<file path="config.mk">
export PLATFORM = sky130hd
export DESIGN_NAME = inst_fetch
export DESIGN_NICKNAME = d
export VERILOG_FILES = /design/src/rtl/inst_fetch_pkg.sv /design/src/rtl/inst_fetch_if_id_reg.sv /design/src/rtl/inst_fetch.sv
export SDC_FILE = /design/constraint.sdc
export NUM_CORES = 1
export LEC_CHECK = 0
export CAP_MARGIN = 20
export CORE_MARGIN = 4
export CORE_UTILIZATION = 40
export CTS_CLUSTER_DIAMETER = 120
export CTS_CLUSTER_SIZE = 30
export DETAILED_ROUTE_END_ITERATION = 10
export GPL_TIMING_DRIVEN = 0
export PLACE_DENSITY_LB_ADDON = 0.2
export SYNTH_ARGS = -nofsm -noshare
export SYNTH_HDL_FRONTEND = slang
export SYNTH_HIERARCHICAL = 1
export SYNTH_SLANG_ARGS = --single-unit
export TNS_END_PERCENT = 1
</file>
<file path="constraint.sdc">
create_clock -name clk -period 2.03 [get_ports clk]
set_input_delay 0.203 -clock clk [delete_from_list [all_inputs] [get_ports clk]]
set_output_delay 0.203 -clock clk [all_outputs]
set_load 0.05 [all_outputs]
</file>
<file path="src/rtl/inst_fetch_pkg.sv">
// inst_fetch_pkg
//   Shared definitions for the instruction-fetch stage: FSM state type,
//   reset vector, NOP encoding and stall-vector bit positions.
package inst_fetch_pkg;

    typedef enum logic [1:0] {
        S_REQ  = 2'd0,
        S_HOLD = 2'd1,
        S_DROP = 2'd2
    } if_state_e;

    localparam logic [31:0] RESET_PC = 32'h8000_0000;
    localparam logic [31:0] NOP_INST = 32'h0000_0000;

    localparam int STALL_IF = 1;
    localparam int STALL_ID = 2;

endpackage

</file>
<file path="src/rtl/inst_fetch_if_id_reg.sv">
// if_id_reg
//   IF/ID pipeline register. Bubble has priority over load; with neither
//   control asserted the register holds its contents.
//   Ports:
//     clk, rst              clock, synchronous active-high reset
//     load_i                capture pc_i/inst_i as a valid instruction
//     bubble_i              insert a bubble (pc=0, NOP, valid=0)
//     pc_i, inst_i          PC and instruction word to load
//     id_pc_o, id_inst_o    registered PC and instruction
//     id_valid_o            1 = real instruction, 0 = bubble
module if_id_reg
    import inst_fetch_pkg::*;
(
    input  logic        clk,
    input  logic        rst,
    input  logic        load_i,
    input  logic        bubble_i,
    input  logic [31:0] pc_i,
    input  logic [31:0] inst_i,
    output logic [31:0] id_pc_o,
    output logic [31:0] id_inst_o,
    output logic        id_valid_o
);

    always_ff @(posedge clk) begin
        if (rst) begin
            id_pc_o    <= 32'h0;
            id_inst_o  <= 32'h0;
            id_valid_o <= 1'b0;
        end else if (bubble_i) begin
            id_pc_o    <= 32'h0;
            id_inst_o  <= NOP_INST;
            id_valid_o <= 1'b0;
        end else if (load_i) begin
            id_pc_o    <= pc_i;
            id_inst_o  <= inst_i;
            id_valid_o <= 1'b1;
        end
    end

endmodule

</file>
<file path="src/rtl/inst_fetch.sv">
// inst_fetch
//   Instruction-fetch stage. Issues single-word reads at pc_i over a
//   req/ack bus, loads {pc, word} into the IF/ID register, buffers a
//   fetched word while IF/ID is held, and drops in-flight fetches on flush.
//   Ports:
//     clk, rst              clock, synchronous active-high reset
//     pc_i                  current PC (stable while stallreq_o=1)
//     stall                 pipeline stall vector ([1]=IF/ID hold, [2]=ID hold)
//     flush_i               discard IF and IF/ID contents
//     req_o, addr_o         instruction-bus request and address
//     ack_i, rdata_i        bus completion and read data
//     stallreq_o            fetch not complete this cycle
//     id_pc_o, id_inst_o, id_valid_o   IF/ID register outputs
module inst_fetch
    import inst_fetch_pkg::*;
(
    input  logic        clk,
    input  logic        rst,
    input  logic [31:0] pc_i,
    input  logic [5:0]  stall,
    input  logic        flush_i,
    output logic        req_o,
    output logic [31:0] addr_o,
    input  logic        ack_i,
    input  logic [31:0] rdata_i,
    output logic        stallreq_o,
    output logic [31:0] id_pc_o,
    output logic [31:0] id_inst_o,
    output logic        id_valid_o
);

    if_state_e   state_q, state_d;
    logic [31:0] buf_pc_q, buf_pc_d;
    logic [31:0] buf_inst_q, buf_inst_d;
    logic [31:0] drop_addr_q, drop_addr_d;

    logic        word_avail;
    logic [31:0] word_pc;
    logic [31:0] word_inst;
    logic        ifid_load;
    logic        ifid_bubble;

    // Only the IF and ID hold bits matter to this stage.
    logic unused_stall_bits;
    assign unused_stall_bits = ^{stall[5:3], stall[0]};

    always_ff @(posedge clk) begin
        if (rst) begin
            state_q     <= S_REQ;
            buf_pc_q    <= 32'h0;
            buf_inst_q  <= 32'h0;
            drop_addr_q <= 32'h0;
        end else begin
            state_q     <= state_d;
            buf_pc_q    <= buf_pc_d;
            buf_inst_q  <= buf_inst_d;
            drop_addr_q <= drop_addr_d;
        end
    end

    always_comb begin
        state_d     = state_q;
        buf_pc_d    = buf_pc_q;
        buf_inst_d  = buf_inst_q;
        drop_addr_d = drop_addr_q;
        req_o       = 1'b0;
        addr_o      = 32'h0;
        stallreq_o  = 1'b0;
        word_avail  = 1'b0;
        word_pc     = buf_pc_q;
        word_inst   = buf_inst_q;

        case (state_q)
            S_REQ: begin
                req_o      = 1'b1;
                addr_o     = pc_i;
                stallreq_o = ~ack_i;
                if (ack_i) begin
                    word_avail = 1'b1;
                    word_pc    = pc_i;
                    word_inst  = rdata_i;
                end
                if (flush_i) begin
                    // A completed fetch is simply dropped; an incomplete one
                    // must still be drained from the bus at its old address.
                    if (!ack_i) begin
                        drop_addr_d = pc_i;
                        state_d     = S_DROP;
                    end
                end else if (ack_i && stall[STALL_IF]) begin
                    buf_pc_d   = pc_i;
                    buf_inst_d = rdata_i;
                    state_d    = S_HOLD;
                end
            end
            S_HOLD: begin
                word_avail = 1'b1;
                if (flush_i || !stall[STALL_IF]) begin
                    state_d = S_REQ;
                end
            end
            S_DROP: begin
                req_o      = 1'b1;
                addr_o     = drop_addr_q;
                stallreq_o = 1'b1;
                if (ack_i) begin
                    state_d = S_REQ;
                end
            end
            default: begin
                state_d = S_REQ;
            end
        endcase

        ifid_load   = 1'b0;
        ifid_bubble = 1'b0;
        if (flush_i) begin
            ifid_bubble = 1'b1;
        end else if (stall[STALL_IF]) begin
            // IF held: bubble into ID unless ID itself is held too.
            ifid_bubble = ~stall[STALL_ID];
        end else if (word_avail) begin
            ifid_load = 1'b1;
        end else begin
            ifid_bubble = 1'b1;
        end
    end

    if_id_reg u_if_id_reg (
        .clk        (clk),
        .rst        (rst),
        .load_i     (ifid_load),
        .bubble_i   (ifid_bubble),
        .pc_i       (word_pc),
        .inst_i     (word_inst),
        .id_pc_o    (id_pc_o),
        .id_inst_o  (id_inst_o),
        .id_valid_o (id_valid_o)
    );

endmodule
</file>
Yosys cells after proc, flatten, opt, wreduce, memory -nomap -nowiden:

Index checks and enable logic that the tools add are counted.

* equality and inequality tests: 6
* divide/modulo/power cells: 0
* add/subtract/negate cells: 0
* multiply operators: 0
* $lt $le $gt $ge: 0
* shifts and indexed selects: 0
* reductions and logical operators: 9
* bitwise operators: 3
* mux-type cells: 21

Operators with widths (number)
* $mux W32: 4
* $pmux W32 S2: 1
* $mux W2: 5
* $mux W1: 8
* $ne A3 B3 Y1 const B: 2
* $pmux W2 S3: 1
* $reduce_and A3 Y1: 2
* $ne A2 B2 Y1 const B: 2
* $pmux W1 S2: 2
* $reduce_and A4 Y1: 1
* $reduce_or A2 Y1: 2
* $not A1 Y1: 3
* $eq A2 B1 Y1 const B: 1
* $eq A2 B2 Y1 const B: 1
* $logic_not A2 Y1: 1
* $logic_and A1 B1 Y1: 1
* $logic_not A1 Y1: 1
* $logic_or A1 B1 Y1: 1

* input port bits: 74
* flip-flop bits (word level): 163
* ROM bits: 0
* memories kept: 0
* word-level logic and storage cells: 46
* memory bits (writable): 0
* bits in latches: 0

Depth between registers and ports, before layout:

Gate-level depths: netlist of run 1.

* depth in word-level cells: 6
* depth in mapped cells: 8
* depth with buffers taken out: 5

Cells and area by module:

Netlist of run 1, hierarchy kept.

By module, submodules not included
* inst_fetch: seq. area each 1961.9 sq um, instances 1, area each 5396.4 sq um, cells each 575
* if_id_reg: seq. area each 1301.2 sq um, instances 1, area each 2339.7 sq um, cells each 210

Worst setup path after synthesis of run 1:

OpenSTA, ideal clock, no wires.

* path kind: register -> output
* start: reg state_q[1]
* end: out stallreq_o
* stages on the path, launching flop included: 5
* setup slack: 267 ps
* arrival: 1560 ps
* cell sequence: dfxtp_1 buf_4 buf_2 inv_1 a21oi_1

* longest elaborated chain between the ends: 2

RTL lines
* from (decl): RTL line inst_fetch.sv:32 `if_state_e state_q, state_d;`
* from (signal assigned): RTL line inst_fetch.sv:54 `state_q <= state_d;`
* $eq A2 B2 Y1 or $logic_not A2 Y1 (tied branches): RTL line inst_fetch.sv:73 `case (state_q)`
* $pmux W1 S2 (*): RTL line inst_fetch.sv:73
* to (decl): RTL line inst_fetch.sv:26 `output logic stallreq_o,`

Every way passes the cells marked *; elsewhere a longest branch is shown, timed or not.

Worst setup path after layout of run 1:

* start: reg state_q[1]
* end: out addr_o[3]

* longest elaborated chain between the ends: 2

RTL lines
* $eq A2 B2 Y1 or $logic_not A2 Y1 (tied branches): RTL line inst_fetch.sv:73
* $pmux W32 S2 (*): RTL line inst_fetch.sv:73
* to (decl): RTL line inst_fetch.sv:23 `output logic [31:0] addr_o,`

Marks and branches as above.

==> flow_summary.yaml, run 1 <==
cells_and_area:
  antennaDiodeCount: 0
  layout-drive-gt1-share_pct: 14.9
  nFillCells: 1758
  nets: 1046
  fin_cells: 1245
  syn_to_final_growth_pct: 33.4
grt:
  antenna_found_initial: 0
  track_usage_pct: 18.6
  grt_pass1_wl_um: 32100
  grt_overflow: 0
  grt_max_degree: 17
  grt_pass1_vias: 5959
route:
  drc: 0
  route.met2.wl_um: 8990
  highest_layer: "met4"
  vias_per_cell: 4.68
  num_vias: 5824
  routedWlPerCell_um: 15.8
  routed_wirelength_um: 19700
  drtIter0Drc: 312
  drtPass1Iterations: 5
  wl_met3_um: 893
  met1_length_um: 9540
  postRouteAntennaNets: 0
critical_path:
  worstPathCellList: "buf_4 -> buf_4 -> mux2i_1 -> nor2_1 -> clkdlybuf4s15_2"
  startpoint_type: "register"
  crit_type: "register to output pin"
  required_ns: 1.83
  worst_path_most_repeated_cell: "buf_4"
  worstSetupEndpointType: "output pin"
  cpMaxStageDelayCell: "clkdlybuf4s15_2"
  cp_num_buf_inv: 3
  critPathTopFamily: "buffers and inverters"
  worstPathMaxFanout: 10
  crit_arrival_ns: 1.86
  critical-path-max-stage-delay_ns: 0.40
sta:
  fin_crit_ns: 2.06
  fmax_ghz: 0.485
  fin_ws_ns: -0.0316
  final_hold_viol_count: 0
  maxSlewHeadroom_pct: 62.7
  fin_skew_ns: 0.00651
  fin_crit_sh_pct: 102
  setup_viol: 6
  tightest_slew_ns: 0.558
  grt_setup_unrepaired: "yes"
  finalMaxSlewViolations: 0
  timing.setup.tns_ns: -0.0880
logic_synthesis:
  avgSynthCellArea_um2: 9.85
  synth.area.top_cells: "dfxtp_1 42%, mux2i_1 21%, nand2b_1 10%, mux2_2 6.1%, nor2_1 4.9%"
  synthesis.area_um2: 7740
  ys_ff_latch: 163
  yosysTopAreaCell: "dfxtp_1"
  ys.warnings.count: 6
  synthesis.nets: 859
  synth.top_cell.area_share_pct: 42.2
  seq_area_frac_synth_pct: 42.2
  ys_types: 22
  syn_inst: 785
clocking:
  clk_path_buf_depth: 2
  cts_root_buf: "clkbuf_16"
  cts_buffers: 17
  clkSinkCount: 163
  cts_hold_buf: 0
  cts_tree: "yes"
  clock_latency_ns: 0.42
  clk_pin_slew_ns: 0.06
  htree_levels: 4
pwr:
  peakVddDrop_mv: 0.584
  p_leak_nw: 3.72
  power_density_nw_per_um2: 760
placement:
  dp_hpwl_um: 13900
  portBuffers: 168
  dp_cells: 1213
  place_congestion: 0.736
floorplanning:
  ioPinCount: 173
  coreArea_um2: 18900
  fp.dieW_um: 147
  rows: 50
  initial_core_util_pct: 40.9
  die_y_um: 147
  die-area_um2: 21600
run:
  maxCapViolCount: 0
run_status:
  status: "finished with violations"
  violations: "setup timing"
hold_path:
  hold_path_class: "input port to register"
metal layers:
layer | track usage, % | up-vias
met4 | 5.87 | 0
met3 | 4.23 | 17
met2 | 29.3 | 116
met5 | 0 | -
met1 | 25.3 | 2707
li1 | - | 2984
Yosys cell counts:
cell	number
nor4b_4	1
nand2b_1	128
nor3b_2	1
a31oi_1	1
buf_4	8
buf_12	6
buf_6	13
nor2_1	100
mux2_1	22
nand2_1	64
or2_1	1
or4b_1	1
dfxtp_1	163
a21oi_1	33
nor4bb_1	1
and3_1	1
nor4_1	2
mux2i_1	160
mux2_2	42
clkbuf_1	21
inv_1	3
buf_2	13
metrics by stage:
stage,hold slack (ns),cell area (µm²),worst slack (ns),utilization [%],power (mW)
2_1_floorplan,0.282,7740,0.267,-,4.17
3_3_place_gp,0.441,9740,-0.403,51.6,4.60
6_report,0.373,10300,-0.0316,54.6,7.84
4_1_cts,0.360,10400,-0.268,54.8,7.91
5_1_grt,0.382,10300,-0.112,54.6,8.15
3_5_place_dp,0.446,9740,-0.433,51.6,4.61
tightest hold or removal path, cell delays in order:
cell,delay (ns)
clkdlybuf4s50_1,0.41
nand2b_1,0.07
mux2i_1,0.06
state kept, by name, summed over array words and instances, names as in the netlist:
signal and flops:
u_if_id_reg/id_pc_o 32, buf_pc_q 32, u_if_id_reg/id_inst_o 32, drop_addr_q 32, u_if_id_reg/id_valid_o 1, state_q 2
buf_inst_q 32
report_power, final:
| group | leakage [nW] | internal [mW] | switching [mW] | total (mW) |
|---|---|---|---|---|
| clock network | 0.283 | 2.03 | 1.30 | 3.33 |
| logic | 2.11 | 0.527 | 0.661 | 1.19 |
| registers | 1.32 | 3.28 | 0.0373 | 3.31 |
path summary, 6_finish.rpt:
path	start	to	slack (ns)	cells after the start
worst max-delay path	state_q[1]$_SDFFE_PP0P_	addr_o[3]	-0.03	5
worst min register to register	drop_addr_q[3]$_SDFFE_PP0P_	drop_addr_q[3]$_SDFFE_PP0P_	0.45	2
worst min-delay path	rdata_i[10]	buf_inst_q[10]$_SDFFE_PP0P_	0.37	3
worst max register to register	state_q[0]$_SDFFE_PP0P_	u_if_id_reg/id_pc_o[2]$_SDFFE_PP0P_	0.16	8
kinds of logic (layout without fill, tap and decap cells):
logic type	Yosys count	in the layout	synth area share (%)
simple gates	300	300	19.4
mux	224	224	30.0
flops	163	163	42.2
buf+inv	64	264	6.23
compound gates	34	34	2.22
placed cells by master, fill, tap and decap left out, types with 3 or more instances in the layout:
cell,n
buf_4,10
inv_1,3
clkinvlp_4,4
buf_2,12
buf_12,6
clkbuf_16,17
a21oi_1,33
clkdlybuf4s15_2,15
clkbuf_4,5
dfxtp_1,163
bufinv_16,3
nand2_1,64
clkbuf_8,3
clkbuf_1,21
mux2i_1,160
mux2_2,42
buf_6,13
mux2_1,22
nor2_1,100
clkdlybuf4s50_1,134
dlygate4sd2_1,4
clkbuf_2,13
nand2b_1,128
final cells by class:
cell class	count	area, µm²	share of cell area [%]
multi-input cells	558	4000	38.7
flip-flops and latches	163	3260	31.6
repair buffers	168	1630	15.8
plain buffers	61	485	4.71
clock buffers	24	482	4.67
well taps	260	325	3.15
clock inverters	8	125	1.21
inverters	3	11.3	0.109
timing repair:
item                                   CTS  global route
setup endpoints to repair               94            96
cloned                                   0             0
resized for setup                       77            43
endpoints found under the hold margin    0             0
buffers inserted                         0             0
No activity file was read; power rests on OpenSTA's default activity.
==> inputs of run 2 (changes only) <==
--- a/config.mk
+++ b/config.mk
@@ -5,8 +5,9 @@
 export SDC_FILE = /design/constraint.sdc
 export NUM_CORES = 1
 export LEC_CHECK = 0
+export ABC_CLOCK_PERIOD_IN_PS = 2029
 export CAP_MARGIN = 20
-export CORE_MARGIN = 4
+export CORE_MARGIN = 2
 export CORE_UTILIZATION = 40
 export CTS_CLUSTER_DIAMETER = 120
 export CTS_CLUSTER_SIZE = 30
==> constraint.sdc (replaced) <==
create_clock -name clk -period 2.03 [get_ports clk]
set_input_delay 0.406 -clock clk [delete_from_list [all_inputs] [get_ports clk]]
set_output_delay 0.406 -clock clk [all_outputs]
set_load 0.05 [all_outputs]
==> flow_summary.yaml, run 2 (synthesized netlist as in run 1, its figures left out) <==
clocking:
  htree_levels: 4
  cts_buffers: 17
  clk_pin_slew_ns: 0.06
  cts_tree: "yes"
  cts_hold_buf: 0
  post_cts_buffers: 0
  clk_path_buf_depth: 2
  clkSinkCount: 163
  clock_latency_ns: 0.42
  cts_root_buf: "clkbuf_16"
critical_path:
  crit_arrival_ns: 1.60
  cpMaxStageDelayCell: "clkdlybuf4s50_1"
  worstPathMaxFanout: 2
  startpoint_type: "register"
  crit_type: "register to output pin"
  worstPathCellList: "clkdlybuf4s50_1"
  r2r_slack_ns: 0.17
  cp_num_buf_inv: 1
  reg2reg_from: "state_q[1]$_SDFFE_PP0P_"
  required_ns: 1.62
  ff2ff_path_depth: 7
  critPathTopFamily: "buffers and inverters"
  critical-path-max-stage-delay_ns: 0.83
  worstSetupEndpointType: "output pin"
  timing.rr.end: "u_if_id_reg/id_pc_o[8]$_SDFFE_PP0P_"
grt:
  grt_max_degree: 20
  antenna_found_initial: 0
  met1_usage_pct: 25.9
  track_usage_pct: 19.0
  grt_pass1_vias: 5733
  grt_overflow: 0
  top_usage_layer: "met2"
  met3_usage_pct: 4.96
  grt_pass1_wl_um: 30400
  grt_use_met2_pct: 29.8
route:
  vias_per_cell: 4.69
  routed_wirelength_um: 19100
  postRouteAntennaNets: 0
  routedWlPerCell_um: 15.3
  drc: 0
  drtIter0Drc: 268
  num_vias: 5829
  drtPass1Iterations: 4
cells_and_area:
  layout-drive-gt1-share_pct: 16.1
  layout_common_cells: "162 x dfxtp_1, 157 x mux2i_1, 128 x nand2b_1"
  final_common_cell: "dfxtp_1"
  final_util_pct: 55.0
  nFillCells: 1746
  antennaDiodeCount: 0
  syn_to_final_growth_pct: 33.9
  multiInputGateArea_um2: 4010
  fin_area_um2: 10400
  nets: 1045
  seq_area_um2: 3260
pwr:
  clockPowerShare_pct: 42.7
  p_leak_nw: 4.02
  peakVddDrop_mv: 0.551
  swShare_pct: 26.3
  p_int_mw: 5.80
  pwr-share-seq_pct: 42.1
  p_total_mw: 7.87
  pwr-share-comb_pct: 15.2
  power_density_nw_per_um2: 760
  p_sw_mw: 2.07
sta:
  maxSlewHeadroom_pct: 62.3
  fin_crit_sh_pct: 98.6
  whs_ns: 0.381
  setup_viol: 0
  fmax_ghz: 0.500
  tightest_slew_ns: 0.564
  timing.setup.tns_ns: 0
  finalMaxSlewViolations: 0
  fin_skew_ns: 0.00884
  grt_setup_unrepaired: "yes"
  fin_crit_ns: 2.00
  final_hold_viol_count: 0
run:
  maxCapViolCount: 0
placement:
  place_congestion: 0.744
  placed_area_um2: 9740
  portBuffers: 168
  dp_hpwl_um: 13600
floorplanning:
  fp.dieW_um: 143
  coreArea_um2: 18800
  initial_core_util_pct: 41.1
  die-area_um2: 20500
  die_y_um: 143
  ioPinCount: 173
  rows: 50
hold_path:
  hold_path_class: "input port to register"
  worstHoldPathCells: 2
  hold_end: "state_q[1]$_SDFFE_PP0P_"
  worstHoldStart: "ack_i"
run_status:
  status: "complete, no violations"
==> run 2: cell types whose count changed in the layout (fill, tap and decap cells not counted), moves of 3 or more <==
cell and delta:
buf_2 +15, clkdlybuf4s50_1 -15, dlymetal6s2s_1 +15, clkdlybuf4s15_2 -14
clkbuf_2 -11, buf_4 +8, clkbuf_1 -4, dlygate4sd2_1 -4
inv_6 +4, clkinv_4 +3, mux2i_1 -3, mux2i_2 +3
==> run 2: per-layer routing <==
metal / up-vias / routed length (µm)
li1: 2973 / -
met1: 2742 / 9190
met2: 106 / 8770
met3: 8 / 1010
met4: 0 / 108
met5: - / 0
==> run 2: worst max-delay path by stage <==
stage | from | slack, ns | cells after the start | endpoint
final | u_if_id_reg/id_pc_o[29]$_SDFFE_PP0P_ | 0.03 | 1 | id_pc_o[29]
after global routing | state_q[1]$_SDFFE_PP0P_ | -0.04 | 5 | addr_o[25]
after CTS | state_q[1]$_SDFFE_PP0P_ | -0.14 | 5 | addr_o[16]
after detailed placement | rst | -0.64 | 6 | drop_addr_q[20]$_SDFFE_PP0P_
after global placement | rst | -0.57 | 6 | drop_addr_q[16]$_SDFFE_PP0P_
after floorplan | state_q[1]$_SDFFE_PP0P_ | 0.06 | 4 | stallreq_o
==> run 2: final cells by class <==
| type | count | area share (%) |
|---|---|---|
| buffer | 60 | 5.06 |
| clock buffer | 19 | 4.28 |
| clock inverter | 13 | 1.66 |
| inverter | 3 | 0.109 |
| multi-input combinational | 558 | 38.7 |
| sequential | 163 | 31.5 |
| tap | 260 | 3.14 |
| timing repair buffer | 168 | 15.5 |
==> run 2: power groups by stage <==
stage	sequential, mW	combinational (mW)	clock, mW
4_1_cts	3.31	1.22	3.43
3_3_place_gp	3.38	1.22	0
5_1_grt	3.32	1.28	3.58
6_report	3.32	1.20	3.36
3_5_place_dp	3.39	1.22	0
2_1_floorplan	3.39	0.772	0
==> run 2: through the flow <==
step	instances	worst slack [ns]
floorplan	785	0.0640
global placement	1213	-0.572
detailed placement	1213	-0.636
CTS	1244	-0.139
global route	1244	-0.0405
finish	1244	0.0282
==> run 2: timing repair <==
| item | 4_1_cts | 5_1_grt |
|---|---|---|
| pin swaps | 0 | 0 |
| endpoints found under the setup margin | 94 | 109 |
| gates resized for setup | 147 | 76 |
